`src/rtl/byte_rebuffer.sv`:
```
// Packs an LSB-first byte stream into NUM_BYTES-wide words with valid/ready on
// both sides; a finished word is held until the consumer takes it.
module byte_rebuffer #(
    parameter int NUM_BYTES = 16,
    parameter int CW        = $clog2(NUM_BYTES) + 1
) (
    input  logic                   clk,
    input  logic                   rst,
    input  logic [7:0]             in_data,
    input  logic                   in_valid,
    output logic                   in_ready,
    input  logic                   clear,
    output logic [8*NUM_BYTES-1:0] out_data,
    output logic                   out_valid,
    input  logic                   out_ready,
    output logic [CW-1:0]          count,
    output logic                   overflow
);

    logic [CW-1:0]          r_count;
    logic                   r_out_valid;
    logic                   r_overflow;
    logic [8*NUM_BYTES-1:0] r_data;

    logic          w_accept;
    logic          w_handoff;
    logic [CW-1:0] w_base;
    logic [CW-1:0] w_count_nxt;

    assign in_ready  = !r_out_valid || out_ready;
    assign w_accept  = in_valid && in_ready;
    assign w_handoff = r_out_valid && out_ready;

    // A handoff frees the whole word, so a byte arriving that cycle restarts at slot 0.
    assign w_base      = w_handoff ? '0 : r_count;
    assign w_count_nxt = w_base + CW'(w_accept);

    always_ff @(posedge clk or negedge rst) begin
        if (!rst) begin
            r_count     <= '0;
            r_out_valid <= 1'b0;
            r_overflow  <= 1'b0;
        end else if (clear) begin
            r_count     <= '0;
            r_out_valid <= 1'b0;
            r_overflow  <= 1'b0;
        end else begin
            r_count     <= w_count_nxt;
            r_out_valid <= (w_count_nxt == CW'(NUM_BYTES));
            if (in_valid && !in_ready)
                r_overflow <= 1'b1;
        end
    end

    always_ff @(posedge clk or negedge rst) begin
        if (!rst) begin
            r_data <= '0;
        end else if (w_accept && !clear) begin
            for (int i = 0; i < NUM_BYTES; i++) begin
                if (w_base == CW'(i))
                    r_data[8*i +: 8] <= in_data;
            end
        end
    end

    assign out_data  = r_data;
    assign out_valid = r_out_valid;
    assign count     = r_count;
    assign overflow  = r_overflow;

endmodule

```
`config.mk`:
```
export PLATFORM = sky130hd
export DESIGN_NAME = byte_rebuffer
export DESIGN_NICKNAME = d
export VERILOG_FILES = /design/src/rtl/byte_rebuffer.sv
export SDC_FILE = /design/constraint.sdc
export NUM_CORES = 1
export LEC_CHECK = 0
export BUFFER_PORTS_ARGS = -buffer_cell sky130_fd_sc_hd__buf_2
export CORE_ASPECT_RATIO = 1.4
export CORE_MARGIN = 10
export CORE_UTILIZATION = 47
export CTS_CLUSTER_DIAMETER = 40
export DETAILED_ROUTE_END_ITERATION = 8
export GPL_TIMING_DRIVEN = 0
export MAX_ROUTING_LAYER = met4
export PLACE_DENSITY_LB_ADDON = 0.05
export SYNTH_ARGS = -nofsm -noshare
export SYNTH_HDL_FRONTEND = slang
export SYNTH_SLANG_ARGS = --single-unit
```
`constraint.sdc`:
```
create_clock -name clk -period 2 [get_ports clk]
set_clock_uncertainty 0.15 [all_clocks]
set_input_delay 0.4 -clock clk [delete_from_list [all_inputs] [get_ports clk]]
set_output_delay 0.4 -clock clk [all_outputs]
set_load 0.05 [all_outputs]
```
==> qor.csv <==
stage;metric;value;unit
power;Clock power frac;41.0;%
sta;relative slew slack;54.1;%
min_path;Hold Crit Class;input port to flip-flop;
logic_synthesis;Area contributors post-synth;dfrtp_1 (64%), mux2_2 (27%), clkbuf_1 (1.0%), nand2_1 (0.93%), xor2_1 (0.67%);
grt;first-pass GRT wire length;21300;microns
run_status;failing checks;setup timing;
die;IO Count;149;
die;DIE AREA;15900;sq um
drt;post-route ant nets;0;
logic_synthesis;Synth Register Bits;135;
flow_run;number of max-cap violations;0;
logic_synthesis;Syn Area/Cell;15.4;sq um
power;Seq pwr share;39.7;%
power;Net Switching;2.36;mW
cts;clk sinks;135;
sta;maximum clock rate;474;MHz
sta;WHS;0.120;ns
logic_synthesis;syn nets;355;
drt;final wirelength;13900;microns
logic_synthesis;area leader, netlist;dfrtp_1;
cells_and_area;fillers;821;
cts;H-tree Lvls;4;
sta;RSZ-0062 raised after global routing;true;
sta;max-slew violation count;0;
cts;Clk Latency, worst-skew pair;0.41;ns
worst_setup_path;crit start category;flip-flop;
die;Initial Util;48.3;%
logic_synthesis;most numerous cell in the Yosys netlist;dfrtp_1;
logic_synthesis;Netlist Area Pre-Place;5250;sq um
logic_synthesis;Post-synth EDFFs;0;
logic_synthesis;main flop type after synthesis;dfrtp_1;
cells_and_area;area taken by flip-flops and latches;3390;sq um
sta;fin crit period;2.11;ns
worst_setup_path;critical path's largest stage delay;0.47;ns
cts;CTS tree;built;
worst_setup_path;crit-path leading delay family;compound AO/OA/AOI/OAI gates;
run_status;status;finished with violations;
drt;First-pass DRT Iterations;4;
logic_synthesis;Synth top area share;64.3;%
cts;CTS buffer count;17;
die;Chip Height;145;microns
cells_and_area;fin cells;678;
logic_synthesis;Syn Inst Count;341;
die;Rows;45;
cells_and_area;Inserted Diodes;0;
die;core area;10900;sq um
sta;final worst slack;-0.108;ns
worst_setup_path;CP Capture Type;flip-flop;
grt;initial antenna violation count;0;
placed_design;DP HPWL;9680;microns
cells_and_area;Final #Nets;539;
power;cell area power density;1070;nW/um^2
cts;CTS Root Cell;clkbuf_16;
logic_synthesis;ys async rst share;100;%
power;Pleak;3.93;nW
sta;Final Hold Viols;0;
sta;fin crit share;105;%
logic_synthesis;sequential share of the synthesized area;64.3;%
worst_setup_path;Max Fanout on Critical Path;8;
drt;DR iter-0 viols;78;
power;Pint;5.38;mW
worst_setup_path;CP bufs+invs;1;
cells_and_area;multi-input logic area;2010;sq um
grt;GRT Util Overall;18.2;%
worst_setup_path;WS Path Type;flip-flop to flip-flop;
sta;Slew @ Worst Pin;0.689;ns
sta;Setup Viol. Count Final;13;
placed_design;port bufs;147;
cells_and_area;share of layout cells above drive strength 1;67.0;%
logic_synthesis;Post-synth top cells;dfrtp_1 (135), mux2_2 (126), clkbuf_1 (14);
placed_design;placed insts;630;
grt;vias in the first global route;3712;
cells_and_area;Area growth syn-to-layout;38.0;%
logic_synthesis;Netlist cell types;29;
grt;largest net degree at the start of global routing;70;
cells_and_area;fin area;7250;sq um
drt;Vias/cell;5.14;
placed_design;Placed Area;6270;sq um
placed_design;gpl congestion;0.763;
worst_setup_path;CP cell instances;a2bb2oi_1 > a2111o_1 > nor4b_4 > buf_12 > mux2_4;
power;Sw Share;30.5;%
drt;Remaining DRCs;0;
worst_setup_path;worst path arrival time;2.25;ns
worst_setup_path;Crit path required time;2.14;ns
cts;Reg clk slew, reported paths;0.06;ns
logic_synthesis;Syn. warnings;0;
drt;via count;3487;
power;peak supply drop;0.000798;V
power;Comb pwr share;19.3;%
worst_setup_path;slowest CP cell;a2111o_1;
grt;Overflow after GRT;0;
cts;Max Buffers Root-to-Sink;2;
power;Tot Pwr;7.75;mW
die;Die X;109;microns
drt;per-cell routed wire length;20.6;microns
## cell families (layout without fill, tap and decap cells)
logic type	Yosys count	after routing	share of synthesized area (%)
adders and majority gates	1	1	0.238
AOI/OAI and AO/OA	7	7	0.881
and+or+nand+nor	47	47	5.03
buffers and inverters	19	215	1.43
xor gates and xnor gates	4	4	0.667
DFF	135	135	64.3
muxes	128	128	27.4
## final cells by class
cell class | instances | area share [%]
sequential | 135 | 46.7
multi-input combinational | 187 | 27.8
timing repair buffer | 166 | 13.0
clock buffer | 20 | 6.44
tap | 141 | 2.43
clock inverter | 11 | 2.04
buffer | 16 | 1.57
inverter | 2 | 0.104
## through the flow
stage | util [%] | setup TNS, ns | setup WS, ns
global route | 66.7 | -2.30 | -0.154
global placement | 57.4 | -209.40 | -1.56
detailed placement | 57.7 | -32.83 | -0.560
floorplan | - | -3.87 | -0.297
CTS | 64.7 | -5.75 | -0.114
finish | 66.7 | -0.840 | -0.108
## power by group through the flow
stage	sequential, mW	combinational (mW)	clock (mW)
global placement	3.11	1.45	0
finish	3.08	1.49	3.18
CTS	3.08	1.49	3.24
detailed placement	3.12	1.47	0
floorplan	3.89	0.260	0
global route	3.10	1.57	3.37
## final timing paths
path / cells past startpoint / start / slack (ns) / endpoint
worst min register to register: 1 / out_data[104] / 0.35 / out_data[104]
worst max-delay path: 5 / count[0] / -0.11 / out_data[39]
worst max register to register: 5 / count[0] / -0.11 / out_data[39]
min in group asynchronous: 2 / rst / 0.39 / overflow
max in group asynchronous: 3 / rst / 0.55 / out_data[119]
worst min-delay path: 2 / clear / 0.12 / count[0]
## per-layer routing
layer / vias to the layer above / routed length, microns / global-route usage (%)
met5: - / 0 / -
met4: 0 / 200 / 5.09
met3: 14 / 1130 / 7.79
met2: 100 / 7090 / 29.1
met1: 1797 / 5520 / 20.2
li1: 1576 / - / -
## registers in the layout (all words and copies together), names as in the netlist
name	cells
out_valid	1
count	5
out_data	128
overflow	1
## timing repair
| item | 4_1_cts | 5_1_grt |
|---|---|---|
| resized for setup | 22 | 36 |
| endpoints found under the hold margin | 66 | 0 |
| buffers inserted | 6 | 11 |
| hold buffers | 1 | 0 |
| gates cloned | 0 | 0 |
| pin swaps | 5 | 7 |
| setup endpoints to repair | 106 | 122 |
## placed cells by master, fill, tap and decap left out, types with 2 or more instances in the layout
cell type and instances:
xor2_1 4, clkinv_2 2, and2_1 3, nand3_1 2, clkinvlp_4 4, mux2_2 101
nand2b_1 3, buf_6 4, nand4_1 2, dfrtp_2 6, a21oi_1 2, nor2_1 5
and3_1 2, clkbuf_1 9, buf_2 147, mux2_4 26, buf_12 4, clkbuf_2 2
clkbuf_16 17, buf_4 13, and2_4 2, nand2_1 3, dfrtp_1 129, nor3_1 4
clkbuf_8 4, nand2_2 9, nor3b_4 2, bufinv_16 3
Note: power is estimated with default switching activity, not from simulation.
